==> config.mk <==
export PLATFORM = sky130hd
export DESIGN_NAME = ecall_uart_tx
export DESIGN_NICKNAME = d
export VERILOG_FILES = /design/src/rtl/ecall_uart_tx.sv
export SDC_FILE = /design/constraint.sdc
export NUM_CORES = 1
export LEC_CHECK = 0
export ABC_AREA = 1
export CORE_MARGIN = 2
export CORE_UTILIZATION = 35
export CTS_CLUSTER_SIZE = 14
export DETAILED_ROUTE_END_ITERATION = 12
export HOLD_SLACK_MARGIN = 0.03
export PLACE_DENSITY_LB_ADDON = 0.08
export SLEW_MARGIN = 10
export SYNTH_ARGS = -nofsm -noshare
export SYNTH_HDL_FRONTEND = slang
export SYNTH_SLANG_ARGS = --single-unit
==> constraint.sdc <==
create_clock -name i_clk -period 14.6 [get_ports i_clk]
set_input_delay 4.38 -clock i_clk [delete_from_list [all_inputs] [get_ports i_clk]]
set_output_delay 4.38 -clock i_clk [all_outputs]
set_load 0.05 [all_outputs]
==> src/rtl/ecall_uart_tx.sv <==
// ecall_uart_tx: consumer end of the CPU ecall output channel.
// Each strobed 32-bit word is queued in a small FIFO and printed on the UART
// TX line as 8 lowercase hex digits (MSB nibble first) followed by LF, 8N1.
// The ecall channel cannot be stalled, so a strobe that finds the FIFO full
// (and no pop on the same edge) is dropped and flagged in a sticky bit.
module ecall_uart_tx #(
    parameter int CLKS_PER_BIT = 434,
    parameter int FIFO_DEPTH   = 8
) (
    input  logic        i_clk,
    input  logic        i_rst,
    input  logic        i_ecall_ready,
    input  logic [31:0] i_ecall_data,
    input  logic        i_clr_overflow,
    output logic        o_uart_tx,
    output logic        o_busy,
    output logic        o_fifo_full,
    output logic        o_overflow
);

    localparam int PTR_W  = (FIFO_DEPTH > 1) ? $clog2(FIFO_DEPTH) : 1;
    localparam int CNT_W  = PTR_W + 1;
    localparam int BCNT_W = (CLKS_PER_BIT > 1) ? $clog2(CLKS_PER_BIT) : 1;

    localparam logic [BCNT_W-1:0] BIT_LAST  = BCNT_W'(CLKS_PER_BIT - 1);
    localparam logic [CNT_W-1:0]  DEPTH_C   = CNT_W'(FIFO_DEPTH);
    localparam logic [3:0]        LAST_CHAR = 4'd8;
    localparam logic [7:0]        ASCII_LF  = 8'h0A;

    typedef enum logic [1:0] {
        S_IDLE  = 2'd0,
        S_START = 2'd1,
        S_DATA  = 2'd2,
        S_STOP  = 2'd3
    } state_t;

    // Nibble to lowercase ASCII hex digit.
    function automatic logic [7:0] nib_ascii(input logic [3:0] nib);
        logic [7:0] c;
        if (nib < 4'd10) begin
            c = 8'h30 + {4'h0, nib};
        end else begin
            c = 8'h57 + {4'h0, nib};   // 0x61 - 10
        end
        return c;
    endfunction

    state_t              state_q, state_d;
    logic [BCNT_W-1:0]   bit_cnt_q, bit_cnt_d;
    logic [2:0]          bit_idx_q, bit_idx_d;
    logic [3:0]          char_idx_q, char_idx_d;
    logic [7:0]          char_q, char_d;
    logic [31:0]         word_q, word_d;
    logic [PTR_W-1:0]    wr_ptr_q, wr_ptr_d;
    logic [PTR_W-1:0]    rd_ptr_q, rd_ptr_d;
    logic [CNT_W-1:0]    count_q, count_d;
    logic                tx_q, tx_d;
    logic                busy_q, busy_d;
    logic                full_q, full_d;
    logic                overflow_q, overflow_d;
    logic [31:0]         mem_q [FIFO_DEPTH];

    logic                bit_end_s;
    logic                frame_done_s;
    logic                fifo_empty_s;
    logic                pop_s;
    logic                push_s;
    logic                drop_s;
    logic [31:0]         head_s;

    assign head_s       = mem_q[rd_ptr_q];
    assign bit_end_s    = (bit_cnt_q == BIT_LAST);
    assign frame_done_s = (state_q == S_STOP) && bit_end_s && (char_idx_q == LAST_CHAR);
    assign fifo_empty_s = (count_q == {CNT_W{1'b0}});
    // A word is popped either from idle or straight out of the LF stop bit,
    // so consecutive words go out with no idle gap.
    assign pop_s        = !fifo_empty_s && ((state_q == S_IDLE) || frame_done_s);
    assign push_s       = i_ecall_ready && (!full_q || pop_s);
    assign drop_s       = i_ecall_ready && !push_s;

    // FIFO pointers, occupancy, full flag and sticky overflow next-state.
    always_comb begin
        wr_ptr_d   = push_s ? (wr_ptr_q + PTR_W'(1)) : wr_ptr_q;
        rd_ptr_d   = pop_s  ? (rd_ptr_q + PTR_W'(1)) : rd_ptr_q;
        count_d    = count_q + CNT_W'(push_s) - CNT_W'(pop_s);
        full_d     = (count_d == DEPTH_C);
        if (drop_s) begin
            overflow_d = 1'b1;
        end else if (i_clr_overflow) begin
            overflow_d = 1'b0;
        end else begin
            overflow_d = overflow_q;
        end
    end

    // Serializer FSM: bit timing, character sequencing and line value.
    always_comb begin
        state_d    = state_q;
        bit_idx_d  = bit_idx_q;
        char_idx_d = char_idx_q;
        char_d     = char_q;
        word_d     = word_q;

        if (state_q == S_IDLE) begin
            bit_cnt_d = {BCNT_W{1'b0}};
        end else if (bit_end_s) begin
            bit_cnt_d = {BCNT_W{1'b0}};
        end else begin
            bit_cnt_d = bit_cnt_q + BCNT_W'(1);
        end

        case (state_q)
            S_IDLE: begin
                if (pop_s) begin
                    state_d    = S_START;
                    char_idx_d = 4'd0;
                    char_d     = nib_ascii(head_s[31:28]);
                    word_d     = {head_s[27:0], 4'h0};
                end else begin
                    state_d    = S_IDLE;
                end
            end
            S_START: begin
                if (bit_end_s) begin
                    state_d   = S_DATA;
                    bit_idx_d = 3'd0;
                end else begin
                    state_d   = S_START;
                end
            end
            S_DATA: begin
                if (bit_end_s) begin
                    if (bit_idx_q == 3'd7) begin
                        state_d   = S_STOP;
                    end else begin
                        bit_idx_d = bit_idx_q + 3'd1;
                    end
                end else begin
                    state_d = S_DATA;
                end
            end
            S_STOP: begin
                if (bit_end_s) begin
                    if (char_idx_q == LAST_CHAR) begin
                        if (pop_s) begin
                            state_d    = S_START;
                            char_idx_d = 4'd0;
                            char_d     = nib_ascii(head_s[31:28]);
                            word_d     = {head_s[27:0], 4'h0};
                        end else begin
                            state_d    = S_IDLE;
                        end
                    end else begin
                        state_d    = S_START;
                        char_idx_d = char_idx_q + 4'd1;
                        if (char_idx_q == 4'd7) begin
                            char_d = ASCII_LF;
                        end else begin
                            char_d = nib_ascii(word_q[31:28]);
                            word_d = {word_q[27:0], 4'h0};
                        end
                    end
                end else begin
                    state_d = S_STOP;
                end
            end
            default: begin
                state_d = S_IDLE;
            end
        endcase

        // Line value is registered from the next state so it changes on the
        // same edge that the state does.
        case (state_d)
            S_IDLE:  tx_d = 1'b1;
            S_START: tx_d = 1'b0;
            S_DATA:  tx_d = char_d[bit_idx_d];
            S_STOP:  tx_d = 1'b1;
            default: tx_d = 1'b1;
        endcase

        busy_d = (state_d != S_IDLE) || (count_d != {CNT_W{1'b0}});
    end

    // Control and status registers; reset aborts any frame and empties the FIFO.
    always_ff @(posedge i_clk or posedge i_rst) begin
        if (i_rst) begin
            state_q    <= S_IDLE;
            bit_cnt_q  <= {BCNT_W{1'b0}};
            bit_idx_q  <= 3'd0;
            char_idx_q <= 4'd0;
            char_q     <= 8'h00;
            word_q     <= 32'h0000_0000;
            wr_ptr_q   <= {PTR_W{1'b0}};
            rd_ptr_q   <= {PTR_W{1'b0}};
            count_q    <= {CNT_W{1'b0}};
            tx_q       <= 1'b1;
            busy_q     <= 1'b0;
            full_q     <= 1'b0;
            overflow_q <= 1'b0;
        end else begin
            state_q    <= state_d;
            bit_cnt_q  <= bit_cnt_d;
            bit_idx_q  <= bit_idx_d;
            char_idx_q <= char_idx_d;
            char_q     <= char_d;
            word_q     <= word_d;
            wr_ptr_q   <= wr_ptr_d;
            rd_ptr_q   <= rd_ptr_d;
            count_q    <= count_d;
            tx_q       <= tx_d;
            busy_q     <= busy_d;
            full_q     <= full_d;
            overflow_q <= overflow_d;
        end
    end

    // FIFO storage: write the strobed word at the write pointer.
    always_ff @(posedge i_clk or posedge i_rst) begin
        if (i_rst) begin
            for (int i = 0; i < FIFO_DEPTH; i++) begin
                mem_q[i] <= 32'h0000_0000;
            end
        end else if (push_s) begin
            mem_q[wr_ptr_q] <= i_ecall_data;
        end
    end

    assign o_uart_tx   = tx_q;
    assign o_busy      = busy_q;
    assign o_fifo_full = full_q;
    assign o_overflow  = overflow_q;

endmodule
[Yosys cells after proc, flatten, opt, wreduce, memory -nomap -nowiden]
Index checks and enable logic that the tools add are counted.
Word-level totals
  register bits after elaboration: 328
  latch bits: 0
  RAM bits: 0
  bits in read-only memories: 0
  input port bits: 36
  word-level logic and storage cells: 115
  memories: 0
Operators by class
  add/sub/neg operators: 11
  multiply operators: 0
  div/mod/pow operators: 0
  order comparisons: 6
  eq/ne operators: 13
  shift operators: 0
  multiplexer cells: 40
  bitwise gates (word level): 2
  reduce and logical (&&, ||, !) cells: 22
Operators by type and width (count)
  $bwmux 256: 1
  $mux 32: 7
  $bmux 32 s3: 1
  $demux 32 s3: 1
  $pmux 32 s2: 1
  $mux 8: 6
  $mux 9: 2
  $add 7x4->8 const A: 2
  $pmux 8 s2: 1
  $add 6x4->7 const A: 2
  $mux 4: 3
  $mux 2: 5
  $add 3x1->3 const B: 3
  $add 9x1->9 const B: 1
  $eq 9x9->1 const B: 1
  $mux 3: 3
  $eq 2x2->1 const B: 4
  $eq 4x4->1 const B: 2
  $ge 4x4->1 const B: 2
  $lt 4x4->1 const B: 2
  $not 3->4: 2
  $pmux 2 s4: 1
  $pmux 4 s2: 1
  $logic_and 1x1->1: 6
  other kinds (23): 34

[Depth between registers and ports, before layout]
Gate-level depths: netlist of run 1.
  depth in word-level cells: 13
  mapped depth: 22

[Worst setup path before layout of run 1]
OpenSTA, ideal clock, no wires.
  path type: input -> register
  start: input i_ecall_ready
  end: register busy_q, in the netlist o_busy
  setup time: 127 ps
  data arrival time: 5722 ps
  slack: 8751 ps
  cell stages on the path: 11
  path buffers: 1
  path through: nand2_2 -> clkinv_2 -> buf_12 -> nand2_1 -> nand2_1 -> ha_1 -> inv_1 -> fa_1 -> inv_1 -> nor3_1 -> nand3_1
Between the ends
  word-level cells in the longest chain between the ends: 5
Ends and longest elaborated chain
  start: declaration: line 12  | input logic i_ecall_ready,
  $logic_and 1x1->1: line 78  | assign push_s = i_ecall_ready && (!full_q || pop_s);
  $add 4x1->4: line 85  | count_d = count_q + CNT_W'(push_s) - CNT_W'(pop_s);
  $sub 4x1->4: line 85
  named net count_d[1]: line 56  | logic [CNT_W-1:0] count_q, count_d;
  $reduce_bool 4->1: line 182  | busy_d = (state_d != S_IDLE) || (count_d != {CNT_W{1'b0}});
  $logic_or 1x1->1: line 182
  named net busy_d: line 58  | logic busy_q, busy_d;
  end signal: assignment: line 212  | busy_q <= busy_d;
  end: declaration: line 58
The timed path passes the listed nets, and every way through them passes these cells.
A chain may end at the register's enable or synchronous reset.

==> results_dict.tcl, run 1 <==
set metrics [dict create \
    crit_fanout 129 \
    fmax_ghz 0.149 \
    area_delta_synth_final_pct 13.5 \
    finalWorstSetupSlack_ps 7880 \
    layout_min_cycle_time_ps 6720 \
    hpwl_mm 23.4 \
    die_area_mm2 0.0468 \
    vdd_drop_max_mv 0.101 \
    synth_area_leaders "dfrtp_1 52%, nand2_1 9.4%, o21ai_0 6.4%, o21ai_1 6.3%, nor2_1 3.7%" \
    core_mm2 0.0443 \
    antenna_cells 0 \
    holdCritPathClass "reg -> reg" \
    power_frac_seq_pct 44.0 \
    synth.ff_latch_count 328 \
    clock_path_buffers 3 \
    start_util_pct 35.6 \
    sw_frac_of_total_pct 31.1 \
    syn-mean-instance-area_um2 8.58 \
    status "finished clean" \
    cts_root_buf "clkbuf_16" \
    drv_slew 0 \
    relSlewSlack_pct 30.3 \
    synth_ff_type "dfrtp_1" \
    cts_setup_buffers 0 \
    synthesis.nets 1895 \
    finalHoldViolCount 0 \
    setup-violations-final 0 \
    seqCellArea_mm2 0.00822 \
    grt_max_degree 130 \
    h-tree-depth 2 \
    grt_setup_unrepaired "no" \
    routed_wl_mm 43.1 \
    synth_edf_count 0 \
    synth_top_area_share_pct 51.9 \
    drt_iter0_drc 727 \
    pwr-share-clk_pct 34.4 \
    layout.nets 1879 \
    final.fill_count 4597 \
    cts_buffers 41 \
    period_share_pct 46.0 \
    postCtsHoldBufs 0 \
    criticalPathCategory "in -> async" \
    numClockSinks 328 \
    pwr-share-comb_pct 21.6 \
    crit_arrival_ps 7300 \
    place_ws_ps 7080 \
    power.density_mw_per_mm2 179 \
    route.detailed.drc 0 \
    grt_overflow 0 \
    p_switching_mw 0.998 \
    io_buffers 39 \
    yosysMostFrequentCell "nand2_1" \
    syn_inst 1838 \
    max_cap_viol_count 0 \
    async_flop_share_pct 100 \
    chipHeight_um 216 \
    yosys.cell_types.count 47 \
    synth_top_cell_by_area "dfrtp_1" \
    power.leakage_nw 8.62 \
    cp-end-kind "asynchronous set/reset pin" \
    ys_seq_area_share_pct 52.1 \
    std_cell_rows 77 \
    cts_resized 0 \
    cts_tree "yes" \
    first_pass_iters 5 \
    internal-power_mw 2.21 \
    finalPower_mw 3.20 \
    vias 12200 \
    cp.required_ps 15180 \
    gr-usage-all-layers_pct 19.2 \
    insertion_delay_ps 560 \
    drive_gt1_share_pct 8.57 \
    synth_common_cells "397 x nand2_1, 327 x dfrtp_1, 203 x o21ai_0" \
    antenna_left 0 \
    clk_pin_slew_ps 60 \
    netlist_area_mm2 0.0158 \
    antenna_found_initial 0 \
    tns_ps 0 \
    worst_pin_slew_ps 1040 \
    cp-start-kind "input port" \
    clock_skew_ps 15.6 \
    die_x_um 216 \
    grt_pass1_vias 12300 \
    gp_congestion 0.744 \
    multi_input_area_mm2 0.00630 \
    wire_per_inst_um 17.6 \
    post_drt_via_cell_ratio 4.98 \
    ios 40 \
    grt_pass1_wl_mm 70.9 \
    yosys_warnings 0 \
]
==> layout make-up <==
| class | count | area share, % |
|---|---|---|
| repair buffers | 58 | 2.98 |
| well taps | 592 | 4.14 |
| clock buffers | 66 | 7.44 |
| multi-input cells | 1231 | 35.2 |
| flip-flops and latches | 328 | 45.9 |
| clock inverters | 10 | 0.894 |
| inverters | 162 | 3.46 |
==> registers in the layout, indices dropped and copies added, names as in the netlist <==
| name | cells |
|---|---|
| mem_q | 256 |
| word_q | 32 |
| bit_cnt_q | 9 |
| char_q | 8 |
| char_idx_q | 4 |
| count_q | 4 |
| bit_idx_q | 3 |
| rd_ptr_q | 3 |
| wr_ptr_q | 3 |
| state_q | 2 |
| o_busy | 1 |
| o_fifo_full | 1 |
| o_overflow | 1 |
| o_uart_tx | 1 |
==> stage by stage <==
stage               hold WS [ps]  cells  instance area (um^2)  util [%]
global route                 493   2447                 17900      40.4
finish                       472   2447                 17900      40.4
global placement             457   2371                 16400      37.0
CTS                          476   2447                 17900      40.4
detailed placement           459   2371                 16400      37.0
floorplan                    431   1838                 15800         -
==> placed cells by master (no fill, tap or decap), types with 2 or more instances in the layout <==
cell and instances:
a31oi_1 17, xor2_1 9, xnor2_1 3, a21oi_1 15, nand3b_1 2, a21oi_2 3
buf_4 19, clkinv_2 7, nand4_4 9, inv_8 2, mux2i_1 13, o21ai_1 200
nor3_1 5, bufinv_16 4, nand2_1 397, clkinv_1 2, o221ai_1 28, dfrtp_2 2
inv_1 152, a211oi_1 2, o21ai_0 203, nand2_4 2, nor2_1 156, ha_1 20
nor2_4 2, inv_2 4, clkdlybuf4s50_1 39, nand2_2 7, clkbuf_16 43, nand3_1 51
dfrtp_1 324, clkbuf_1 6, o21ai_2 30, o22ai_1 46, clkbuf_8 17
==> metal layers <==
metal | GRT usage [%] | part of all wire [%] | wire length (um) | vias up
li1 | - | - | - | 6093
met2 | 30.3 | 44 | 19000 | 167
met1 | 27.7 | 51 | 21900 | 5883
met5 | 0 | 0 | 0 | -
met4 | 4.29 | 1.6 | 691 | 0
met3 | 3.09 | 3.5 | 1530 | 44
==> final timing paths <==
| check | cells past startpoint | end | slack (ps) | start |
|---|---|---|---|---|
| setup / recovery | 4 | mem_q[154] | 7880 | i_rst |
| hold / removal | 2 | char_q[7] | 470 | char_q[7] |
| setup reg to reg | 19 | o_uart_tx | 10380 | rd_ptr_q[0] |
| hold reg to reg | 2 | char_q[7] | 470 | char_q[7] |
| max in group i_clk | 1 | o_uart_tx | 8370 | o_uart_tx |
| min in group asynchronous | 2 | mem_q[253] | 4340 | i_rst |
==> worst max-delay path, cell delays in order <==
cell and delay (ps):
clkdlybuf4s50_1 490, inv_8 570, buf_4 830, buf_4 780
==> power groups by stage <==
stage          logic [mW]  registers, mW  clock network [mW]
2_1_floorplan       0.582           1.37                   0
3_3_place_gp        0.688           1.41                   0
3_5_place_dp        0.706           1.42                   0
4_1_cts             0.707           1.41                1.13
5_1_grt             0.819           1.45                1.17
6_report            0.693           1.41                1.10
==> logic make-up (layout without fill, tap and decap cells) <==
family,after synthesis,after routing,synth area share [%]
xor+xnor,12,12,0.666
buf+inv,279,296,8.03
fa+ha+maj,21,21,1.71
compound gates,551,551,19.8
simple gates,634,634,16.9
mux,13,13,0.825
flops,328,328,52.1
Note: power is estimated with default switching activity, not from simulation.
==> run 2: changes to the inputs <==
==> constraint.sdc (replaced) <==
create_clock -name i_clk -period 7 [get_ports i_clk]
set_input_delay 2.1 -clock i_clk [delete_from_list [all_inputs] [get_ports i_clk]]
set_output_delay 2.1 -clock i_clk [all_outputs]
set_load 0.05 [all_outputs]
==> results_dict.tcl, run 2 (same netlist as run 1, synthesis figures left out) <==
set metrics [dict create \
    hold_slack_ps 471 \
    slowest_delay_ps 780 \
    antenna_cells 0 \
    routed_wl_mm 41.5 \
    largest_reg_flops 256 \
    sw_frac_of_total_pct 32.1 \
    cts_root_buf "clkbuf_16" \
    antenna_left 0 \
    finalHoldViolCount 0 \
    cp_num_buf_inv 1 \
    start_util_pct 35.6 \
    insertion_delay_ps 560 \
    period_share_pct 56.5 \
    crit_arrival_ps 1850 \
    holdCritPathClass "reg -> reg" \
    tns_ps 0 \
    regMostFlops "mem_q" \
    fmax_ghz 0.253 \
    cts_setup_buffers 0 \
    rrSetupSlack_ps 3160 \
    p_switching_mw 2.04 \
    post_drt_via_cell_ratio 5.01 \
    max_cap_viol_count 0 \
    final_cell_mix "397 x nand2_1, 324 x dfrtp_1, 203 x o21ai_0" \
    cp.required_ps 4900 \
    ios 40 \
    grt_pass1_vias 11900 \
    crit_family "buffers and inverters" \
    rr_endpoint "mem_q[220]" \
    layout.nets 1874 \
    power.density_mw_per_mm2 361 \
    m1WireLength_mm 20.8 \
    wl_met2_mm 18.4 \
    r2r_start "char_idx_q[0]" \
    status "finished clean" \
    clock_skew_ps 20.2 \
    cts_resized 0 \
    cp-end-kind "output pin" \
    gp_congestion 0.744 \
    clock_path_buffers 3 \
    pwr-share-comb_pct 22.7 \
    wl_met3_mm 1.52 \
    clk_pin_slew_ps 60 \
    rr_worst_depth 12 \
    chipHeight_um 216 \
    gr-usage-all-layers_pct 18.3 \
    cp-start-kind "flip-flop" \
    drive_gt1_share_pct 7.54 \
    layout_min_cycle_time_ps 3950 \
    power_frac_seq_pct 46.4 \
    h-tree-depth 2 \
    fin_area_mm2 0.0176 \
    core_mm2 0.0443 \
    route.detailed.drc 0 \
    drt_iter0_drc 852 \
    startpoint "o_uart_tx" \
    placed_area_mm2 0.0164 \
    vias 12200 \
    area_delta_synth_final_pct 11.8 \
    internal-power_mw 4.31 \
    instances_no_fill 2435 \
    hold_end "mem_q[116]" \
    wire_per_inst_um 17.0 \
    top_regs "mem_q (256), word_q (32), bit_cnt_q (9)" \
    postCtsHoldBufs 0 \
    crit_fanout 1 \
    vdd_drop_max_mv 0.191 \
    relSlewSlack_pct 23.9 \
    criticalPathCategory "reg -> out" \
    grt_setup_unrepaired "no" \
    hpwl_mm 23.3 \
    path_cells "clkdlybuf4s50_1" \
    first_pass_iters 5 \
    power.leakage_nw 8.46 \
    worst_pin_slew_ps 1140 \
    grt_overflow 0 \
    cts_buffers 39 \
    grt_max_degree 145 \
    io_buffers 39 \
    cp_slowest_cell "clkdlybuf4s50_1" \
    grt_pass1_wl_mm 68.2 \
    numClockSinks 328 \
    antenna_found_initial 0 \
    setup-violations-final 0 \
    die_x_um 216 \
    drv_slew 0 \
    highest_layer "met4" \
    final.fill_count 4525 \
    std_cell_rows 77 \
    pwr-share-clk_pct 30.9 \
    final_common_cell "nand2_1" \
    whs_path_depth 2 \
    die_area_mm2 0.0468 \
    cts_tree "yes" \
    place_inst 2368 \
    hp-start "mem_q[116]" \
]
==> run 2: worst max path at each step <==
stage / cells after the start / end / slack [ps]
2_1_floorplan: 1 / bit_cnt_q[0] / 520
3_3_place_gp: 5 / mem_q[223] / 2560
3_5_place_dp: 5 / mem_q[220] / 2450
4_1_cts: 12 / mem_q[220] / 2980
5_1_grt: 12 / mem_q[220] / 2690
6_report: 1 / o_uart_tx / 3050
==> run 2: cell type report <==
| cell class | instances | area [um^2] | share of cell area [%] |
|---|---|---|---|
| flip-flops and latches | 328 | 8220 | 46.6 |
| multi-input cells | 1231 | 6300 | 35.8 |
| clock buffers | 62 | 1150 | 6.54 |
| well taps | 592 | 741 | 4.20 |
| inverters | 162 | 616 | 3.49 |
| repair buffers | 55 | 536 | 3.04 |
| clock inverters | 5 | 61.3 | 0.348 |
==> run 2: tightest hold or removal path, cell delays in order (launching register included) <==
cell	delay [ps]
dfrtp_1	330
nand2_1	60
o21ai_2	50
==> run 2: power by group through the flow <==
| stage | Sequential, mW | Combinational (mW) | Clock (mW) |
|---|---|---|---|
| 4_1_cts | 2.94 | 1.47 | 2.03 |
| 5_1_grt | 3.03 | 1.70 | 2.10 |
| 3_5_place_dp | 2.96 | 1.47 | 0 |
| 6_report | 2.95 | 1.44 | 1.97 |
| 2_1_floorplan | 2.86 | 1.21 | 0 |
| 3_3_place_gp | 2.96 | 1.43 | 0 |
==> run 2: per-stage QoR <==
stage | power [mW] | setup slack [ps] | utilization, %
detailed placement | 4.44 | 2450 | 37.0
finish | 6.36 | 3050 | 39.8
global route | 6.83 | 2690 | 39.8
CTS | 6.45 | 2980 | 39.8
global placement | 4.38 | 2560 | 37.0
floorplan | 4.08 | 522 | -
==> run 2: per-layer routing <==
| metal | track usage [%] | up-vias |
|---|---|---|
| met4 | 5.16 | 0 |
| met5 | 0 | - |
| met3 | 2.54 | 49 |
| met2 | 28.5 | 203 |
| li1 | - | 6088 |
| met1 | 26.5 | 5852 |
